[config.mk]
export PLATFORM = sky130hd
export DESIGN_NAME = int_ctrl
export DESIGN_NICKNAME = d
export VERILOG_FILES = /design/src/rtl/int_ctrl.sv
export SDC_FILE = /design/constraint.sdc
export NUM_CORES = 1
export LEC_CHECK = 0
export CORE_MARGIN = 2
export CORE_UTILIZATION = 48
export CTS_BUF_LIST = sky130_fd_sc_hd__clkbuf_4
export DETAILED_ROUTE_END_ITERATION = 12
export HOLD_SLACK_MARGIN = 0.15
export PLACE_DENSITY = 0.77
export SETUP_SLACK_MARGIN = 0.4
export SLEW_MARGIN = 20
export SYNTH_ARGS = -nofsm -noshare
export SYNTH_HDL_FRONTEND = slang
export SYNTH_SLANG_ARGS = --single-unit
[constraint.sdc]
create_clock -name clk -period 3.9 [get_ports clk]
set_input_delay 0.39 -clock clk [delete_from_list [all_inputs] [get_ports clk]]
set_output_delay 0.39 -clock clk [all_outputs]
set_load 0.05 [all_outputs]
[src/rtl/int_ctrl.sv]
// int_ctrl: external interrupt controller for the ID/EX int_detect/int_type inputs.
// Synchronises irq lines, latches rising edges as pending, masks, applies fixed
// priority (line 0 highest) and presents one request until ack, then tracks it
// in service until end-of-interrupt.
// Ports: clk, reset (sync, active-high); irq[IRQ_NUM] async requests; int_en
// global enable; int_ack / int_eoi pipeline handshakes; cfg_we/cfg_addr/
// cfg_wdata/cfg_rdata register port (0=MASK, 1=PEND W1C, 2=STAT);
// int_detect / int_type / int_id request outputs.
// Optional: define INT_CTRL_NEST_EN for one level of higher-priority nesting.
module int_ctrl #(
    parameter int               IRQ_NUM  = 8,
    parameter int               EXP_W    = 3,
    parameter logic [EXP_W-1:0] INT_CODE = EXP_W'(1)
) (
    input  logic               clk,
    input  logic               reset,
    input  logic [IRQ_NUM-1:0] irq,
    input  logic               int_en,
    input  logic               int_ack,
    input  logic               int_eoi,
    input  logic               cfg_we,
    input  logic [1:0]         cfg_addr,
    input  logic [15:0]        cfg_wdata,
    output logic [15:0]        cfg_rdata,
    output logic               int_detect,
    output logic [EXP_W-1:0]   int_type,
    output logic [3:0]         int_id
);

    typedef enum logic [1:0] {
        S_IDLE = 2'd0,
        S_REQ  = 2'd1,
        S_SERV = 2'd2
    } state_t;

    logic [IRQ_NUM-1:0] r_s1, r_s2, r_s3;
    logic [IRQ_NUM-1:0] r_pend, r_mask;
    state_t             r_state;
    logic               r_det;
    logic [3:0]         r_id;
    logic [15:0]        r_rdata;
    logic               w_nv;

`ifdef INT_CTRL_NEST_EN
    logic [3:0]         r_sav;
    logic               r_nv;
    assign w_nv = r_nv;
`else
    assign w_nv = 1'b0;
`endif

    logic [IRQ_NUM-1:0] w_edge, w_req, w_id_oh, w_wd;
    logic [IRQ_NUM-1:0] w_mask_n, w_pend_n, w_w1c, w_ackclr;
    logic               w_mask_wr, w_pend_wr, w_ack, w_revoke;
    logic [3:0]         w_win;
    logic [15:0]        w_stat, w_rd;
    logic               w_unused;

    // Upper write-data bits are architecturally ignored.
    assign w_unused  = &{1'b0, cfg_wdata};

    assign w_edge    = r_s2 & ~r_s3;
    assign w_req     = r_pend & r_mask;
    assign w_id_oh   = IRQ_NUM'(1) << r_id;
    assign w_wd      = cfg_wdata[IRQ_NUM-1:0];
    assign w_mask_wr = cfg_we && (cfg_addr == 2'd0);
    assign w_pend_wr = cfg_we && (cfg_addr == 2'd1);
    assign w_ack     = (r_state == S_REQ) && int_ack;
    assign w_w1c     = w_pend_wr ? w_wd : '0;
    assign w_ackclr  = w_ack ? w_id_oh : '0;
    assign w_mask_n  = w_mask_wr ? w_wd : r_mask;

    // New edges are OR-ed in last so a same-cycle set beats W1C or ack clear.
    assign w_pend_n  = (r_pend & ~w_w1c & ~w_ackclr) | w_edge;

    // Revoke looks at next-cycle mask/pend so a write drops the request at once.
    assign w_revoke  = !int_en || !(|(w_mask_n & w_pend_n & w_id_oh));

    always_comb begin
        w_win = 4'd0;
        for (int i = IRQ_NUM - 1; i >= 0; i--) begin
            if (w_req[i]) w_win = 4'(i);
        end
    end

    assign w_stat = {7'd0, w_nv, r_id, 2'd0,
                     r_state == S_SERV, r_state == S_REQ};

    always_comb begin
        w_rd = 16'd0;
        case (cfg_addr)
            2'd0:    w_rd = 16'(r_mask);
            2'd1:    w_rd = 16'(r_pend);
            2'd2:    w_rd = w_stat;
            default: w_rd = 16'd0;
        endcase
    end

    always_ff @(posedge clk) begin
        if (reset) begin
            r_s1    <= '0;
            r_s2    <= '0;
            r_s3    <= '0;
            r_pend  <= '0;
            r_mask  <= '0;
            r_rdata <= 16'd0;
            r_state <= S_IDLE;
            r_det   <= 1'b0;
            r_id    <= 4'd0;
`ifdef INT_CTRL_NEST_EN
            r_sav   <= 4'd0;
            r_nv    <= 1'b0;
`endif
        end else begin
            r_s1    <= irq;
            r_s2    <= r_s1;
            r_s3    <= r_s2;
            r_pend  <= w_pend_n;
            r_mask  <= w_mask_n;
            r_rdata <= w_rd;
            unique case (r_state)
                S_IDLE: begin
                    if (int_en && |w_req) begin
                        r_state <= S_REQ;
                        r_det   <= 1'b1;
                        r_id    <= w_win;
                    end
                end
                S_REQ: begin
                    if (int_ack) begin
                        r_state <= S_SERV;
                        r_det   <= 1'b0;
                    end else if (w_revoke) begin
                        r_det <= 1'b0;
`ifdef INT_CTRL_NEST_EN
                        // A revoked nested request falls back to the saved one.
                        if (r_nv) begin
                            r_state <= S_SERV;
                            r_id    <= r_sav;
                            r_nv    <= 1'b0;
                        end else begin
                            r_state <= S_IDLE;
                            r_id    <= 4'd0;
                        end
`else
                        r_state <= S_IDLE;
                        r_id    <= 4'd0;
`endif
                    end
                end
                S_SERV: begin
                    if (int_eoi) begin
`ifdef INT_CTRL_NEST_EN
                        if (r_nv) begin
                            r_id <= r_sav;
                            r_nv <= 1'b0;
                        end else begin
                            r_state <= S_IDLE;
                        end
`else
                        r_state <= S_IDLE;
`endif
                    end
`ifdef INT_CTRL_NEST_EN
                    else if (!r_nv && int_en && |w_req && (w_win < r_id)) begin
                        r_state <= S_REQ;
                        r_det   <= 1'b1;
                        r_sav   <= r_id;
                        r_nv    <= 1'b1;
                        r_id    <= w_win;
                    end
`endif
                end
                default: begin
                    r_state <= S_IDLE;
                    r_det   <= 1'b0;
                end
            endcase
        end
    end

    assign cfg_rdata  = r_rdata;
    assign int_detect = r_det;
    assign int_type   = r_det ? INT_CODE : '0;
    assign int_id     = r_id;

endmodule

== Word level (Yosys, flattened, before mapping) ==
Index checks and enable logic that the tools add are counted.
W data, S select, Z words.

* Eq/ne operators: 9
* Shifts and indexed selects: 1
* Multiplexer cells: 26
* Bitwise logic cells: 11
* Reductions and logical operators: 15

{| class="wikitable"
|+ Operators with widths
! kind !! number
|-
| $and A8 B8 Y8 || 6
|-
| $mux W4 || 9
|-
| $mux W8 || 3
|-
| $not A8 Y8 || 3
|-
| $pmux W8 S3 || 1
|-
| $reduce_or A8 Y1 || 2
|-
| $mux W2 || 4
|-
| $ne A2 B2 Y1 const B || 4
|-
| $or A8 B8 Y8 || 1
|-
| $pmux W4 S2 || 1
|-
| $shl A1 B4 Y8 const A || 1
|-
| $mux W3 || 2
|-
| $pmux W2 S3 || 1
|-
| $reduce_and A3 Y1 || 2
|-
| $eq A2 B1 Y1 const B || 2
|-
| $eq A2 B2 Y1 const B || 2
|-
| $logic_and A1 B1 Y1 || 4
|-
| $logic_not A2 Y1 || 2
|-
| $mux W1 || 4
|-
| $reduce_and A4 Y1 || 1
|-
| $ne A3 B3 Y1 const B || 1
|-
| $pmux W1 S3 || 1
|-
| $logic_not A1 Y1 || 2
|-
| $reduce_bool A2 Y1 || 1
|-
| 2 further kinds || 2
|}

* Register bits: 63
* Output and inout bits: 24

== Logic depth before layout (Yosys ltp) ==
* Word-level depth: 15
* Depth in mapped cells: 8

== Worst setup path after synthesis ==
OpenSTA, ideal clock, no wires.

* Kind: reg-to-reg
* Start: register r_id[1] (netlist: int_id[1])
* End: register r_id[0] (netlist: int_id[0])
* Library setup time: 0.126 ns
* Arrival: 1.932 ns
* Setup slack: 1.842 ns
* Cell stages (with the launch flop): 8
* Path buffers: 1
* Period minus slack after synthesis: 2.058 ns
* Cell sequence: dfxtp_1 -> clkbuf_8 -> and4b_1 -> nand2_1 -> a32oi_1 -> o2111ai_2 -> nor4_1 -> o32ai_1

* Cells in the longest elaborated chain, start to end: 12

{| class="wikitable"
|+ RTL lines
! element !! RTL line !! text
|-
| start: declaration || 40 || <nowiki>logic [3:0] r_id;</nowiki>
|-
| start signal: assignment || 126 || <nowiki>r_id <= w_win;</nowiki>
|-
| $shl A1 B4 Y8 (*) || 64 || <nowiki>assign w_id_oh = IRQ_NUM'(1) << r_id;</nowiki>
|-
| $mux W8 || 70 || <nowiki>assign w_ackclr = w_ack ? w_id_oh : '0;</nowiki>
|-
| $not A8 Y8 || 74 || <nowiki>assign w_pend_n = (r_pend & ~w_w1c & ~w_ackclr) | w_edge;</nowiki>
|-
| $and A8 B8 Y8 || 74 ||
|-
| $or A8 B8 Y8 || 74 ||
|-
| $and A8 B8 Y8 || 77 || <nowiki>assign w_revoke = !int_en || !(|(w_mask_n & w_pend_n & w_id_oh));</nowiki>
|-
| $and A8 B8 Y8 (*) || 77 ||
|-
| $reduce_or A8 Y1 (*) || 77 ||
|-
| $logic_not A1 Y1 (*) || 77 ||
|-
| $logic_or A1 B1 Y1 (*) || 77 ||
|-
| $ne A2 B2 Y1 (no line) (*) || - ||
|-
| $reduce_and A4 Y1 (no line) (*) || - ||
|}

Mark *: on every way between the ends. The rest lies on a longest branch, timed or not.
A chain may end at the register's enable or synchronous reset.

== Worst setup path after layout ==
* Start: input port cfg_addr[0]
* End: register r_state[0]

* Cells in the longest elaborated chain, start to end: 14
* Elaborated cells on any way between the ends: 17
* Those cells by class: 2 x eq/ne; 2 x mux; 6 x bitwise; 7 x reduce/logical

{| class="wikitable"
|+ RTL lines
! element !! RTL line !! text
|-
| start: declaration || 22 || <nowiki>input logic [1:0] cfg_addr,</nowiki>
|-
| $eq A2 B1 Y1 || 67 || <nowiki>assign w_pend_wr = cfg_we && (cfg_addr == 2'd1);</nowiki>
|-
| $logic_and A1 B1 Y1 || 67 ||
|-
| $mux W8 || 69 || <nowiki>assign w_w1c = w_pend_wr ? w_wd : '0;</nowiki>
|-
| $not A8 Y8 || 74 ||
|-
| $and A8 B8 Y8 (2 in a row) || 74 ||
|-
| $or A8 B8 Y8 || 74 ||
|-
| $and A8 B8 Y8 (*) (2 in a row) || 77 ||
|-
| $reduce_or A8 Y1 (*) || 77 ||
|-
| $logic_not A1 Y1 (*) || 77 ||
|-
| $logic_or A1 B1 Y1 (*) || 77 ||
|-
| $ne A3 B3 Y1 (no line) (*) || - ||
|-
| $reduce_and A3 Y1 (no line) (*) || - ||
|-
| end signal: assignment || 107 || <nowiki>r_state <= S_IDLE;</nowiki>
|-
| end signal: assignment || 124 || <nowiki>r_state <= S_REQ;</nowiki>
|-
| end signal: assignment || 131 || <nowiki>r_state <= S_SERV;</nowiki>
|-
| end: declaration || 38 || <nowiki>state_t r_state;</nowiki>
|}

Marked as above.

==> flow_summary.toml <==
[run_status]
status = "completed"

[hold_path]
hold_start = "r_s1[7]"
hold-path-endpoint = "r_s2[7]"
hold_path_class = "flip-flop to flip-flop"
hold_depth = 1

[die]
start_util = 0.506
core_area_um2 = 4820
dieArea_um2 = 5670
die_x_um = 75.3
die_h_um = 75.3
num_rows = 25
pin_count = 56

[power_and_ir_drop]
total_power_mw = 1.02
p_int_mw = 0.763
ir_drop_mv = 0.205
seqPwrFrac = 0.573
clock_power_share = 0.309
p_leak_nw = 1.03
pwr-share-comb = 0.119
switching_share = 0.250
powerDensity_nw_per_um2 = 362
power.switching_mw = 0.255

[synthesis]
synth.most_common_cell = "dfxtp_1"
synth_edf_count = 0
synth_ff_type = "dfxtp_1"
syn_area_per_cell_um2 = 9.53
synth_area_leader_cell = "dfxtp_1"
synth.top_cell.area_share = 0.443
yosysUniqueCellTypes = 46
ys_seq_area_frac = 0.443
async_flop_share = 0
ys_seq_elements = 54
yosys_warnings = 0
synthesis.area_um2 = 2440
yosys-top-cells-area = "dfxtp_1 44%, nor2b_1 8.2%, mux2i_1 4.9%"
synthTopCellsByCount = "54 x dfxtp_1, 32 x nor2b_1, 22 x nor2_1, 15 x a21oi_1"
syn_inst = 256

[routing]
vias = 1879
drc = 0
met1_length_um = 2170
met2_length_um = 2290
dr.pass1.iters = 4
wl_met3_um = 288
avgViaCountPerCell = 5.32
wl_um = 4850
drt_iter0_drc = 93
wl_per_cell_um = 13.7
ant_nets = 0
top_layer = "met4"

[grt]
grt_usage = 0.187
grt_pass1_wl_um = 7960
grt-ovfl-total = 0
grt_pass1_vias = 1649
grt_max_degree = 56
grt_antenna_before_repair = 0

[sta]
slew_headroom = 0.387
finalHoldViolCount = 0
rsz0062_at_grt = "false"
setup_viol = 0
drv_slew = 0
whs_ns = 0.433
worst_pin_slew_ns = 0.920
fin_crit_sh = 0.644
fmax_mhz = 398
setup_tns_ns = 0
period_needed_ns = 2.51
finClkSkew_ns = 0.0231

[cts]
clk_pin_slew_ns = 0.16
clock_latency_ns = 0.39
cts-buffers-inserted = 5
cts-root-buf = "clkbuf_4"
htreeDepth = 2
hold_buffers = 0
cts_resized = 0
cts_buffer_depth = 2
postCtsSetupRepairBufs = 0
clkSinkCount = 54
cts_tree = "yes"

[critical_path]
required_ns = 4.14
worstPathArrival_ns = 2.75
r2r-end = "int_id[0]"
regToRegStartpoint = "r_state[1]"
critical_path_class = "input port to flip-flop"
reg2regPathDepth = 6
cp_max_fo = 15
start_kind = "input port"
r2r_setup_slack_ns = 1.72
critical_path.endpoint_type = "flip-flop"

[placed_design]
place_hpwl_um = 3450
io_buffers = 36
place.gp.congestion = 0.833

[final_layout]
fin_nets = 317
antennaDiodeCount = 0
fillers = 459
areaGrowthSynthToFinish_pct = 15.2
drive_above_1_share = 0.0804
utilization = 0.584

[flow_run]
drv_cap = 0
## cell usage in the layout, fill, tap and decap left out, drive strengths merged, types with 3 or more instances in the layout
master         instances
nor3                   3
o2111ai                5
nand2b                 5
clkbuf                 6
nor2b                 32
mux2                   4
nand2                 11
o21ai                  5
a22oi                  5
nor2                  22
nand4b                 5
dfxtp                 54
o211ai                 5
nand3                  8
mux2i                 12
inv                    8
a2111o                 4
a21oi                 15
clkdlybuf4s50         35
conb                  11
## area by class of cell
cell class,instances,area [um^2],share of cell area
multi-input cells,179,1170,0.417
clock inverters,2,37.5,0.0134
repair buffers,37,363,0.129
clock buffers,6,45.0,0.0160
flip-flops and latches,54,1080,0.385
well taps,67,83.8,0.0298
inverters,8,30.0,0.0107
## power by group through the flow
stage	Clock, mW	Combinational, mW	Sequential [mW]
after floorplan	0	0.0887	0.597
after global placement	0	0.119	0.594
after detailed placement	0	0.120	0.595
after CTS	0.324	0.121	0.583
after global routing	0.352	0.132	0.586
final	0.314	0.121	0.583
## per-layer routing
layer / vias up / global-route usage
li1: 940 / -
met1: 872 / 0.239
met2: 59 / 0.296
met3: 8 / 0.0516
met4: 0 / 0.0858
met5: - / 0
## logic make-up (layout without fill, tap and decap cells)
logic type,Yosys count,count (layout),synth area share
buffers and inverters,33,53,0.0923
other,1,11,0.00154
multiplexers,16,16,0.0677
flip-flops,54,54,0.443
AO/OA/AOI/OAI,50,50,0.153
AND/OR/NAND/NOR,102,102,0.243
## state kept, by name, indices dropped and copies added, names as in the netlist
| signal | cells |
|---|---|
| int_id | 3 |
| r_s2 | 8 |
| r_mask | 8 |
| r_s1 | 8 |
| r_pend | 8 |
| r_state | 2 |
| int_detect | 1 |
| cfg_rdata | 8 |
| r_s3 | 8 |
## worst max-delay path by stage
stage | startpoint | end | slack [ns] | cells after the start
floorplan | int_id[1] | int_id[0] | 1.84 | 7
global placement | cfg_addr[0] | int_id[0] | 1.03 | 8
detailed placement | cfg_addr[0] | int_id[0] | 0.99 | 8
CTS | cfg_addr[0] | int_id[0] | 1.41 | 8
global route | cfg_addr[0] | r_state[0] | 1.23 | 7
finish | cfg_addr[0] | r_state[0] | 1.39 | 8
## stage by stage
stage | area (um^2) | cells | setup slack [ns]
after floorplan | 2480 | 266 | 1.84
after global placement | 2730 | 345 | 1.03
after detailed placement | 2730 | 345 | 0.992
after CTS | 2810 | 353 | 1.41
after global routing | 2810 | 353 | 1.23
final | 2810 | 353 | 1.39
## worst max-delay path: stages
cell and delay (ns):
clkdlybuf4s50_1 0.77, nor3b_2 0.28, buf_4 0.22, mux2_2 0.36, o2111ai_1 0.13, o2111ai_2 0.24
o2111ai_1 0.25, a211oi_1 0.10
Note: power is estimated with default switching activity, not from simulation.
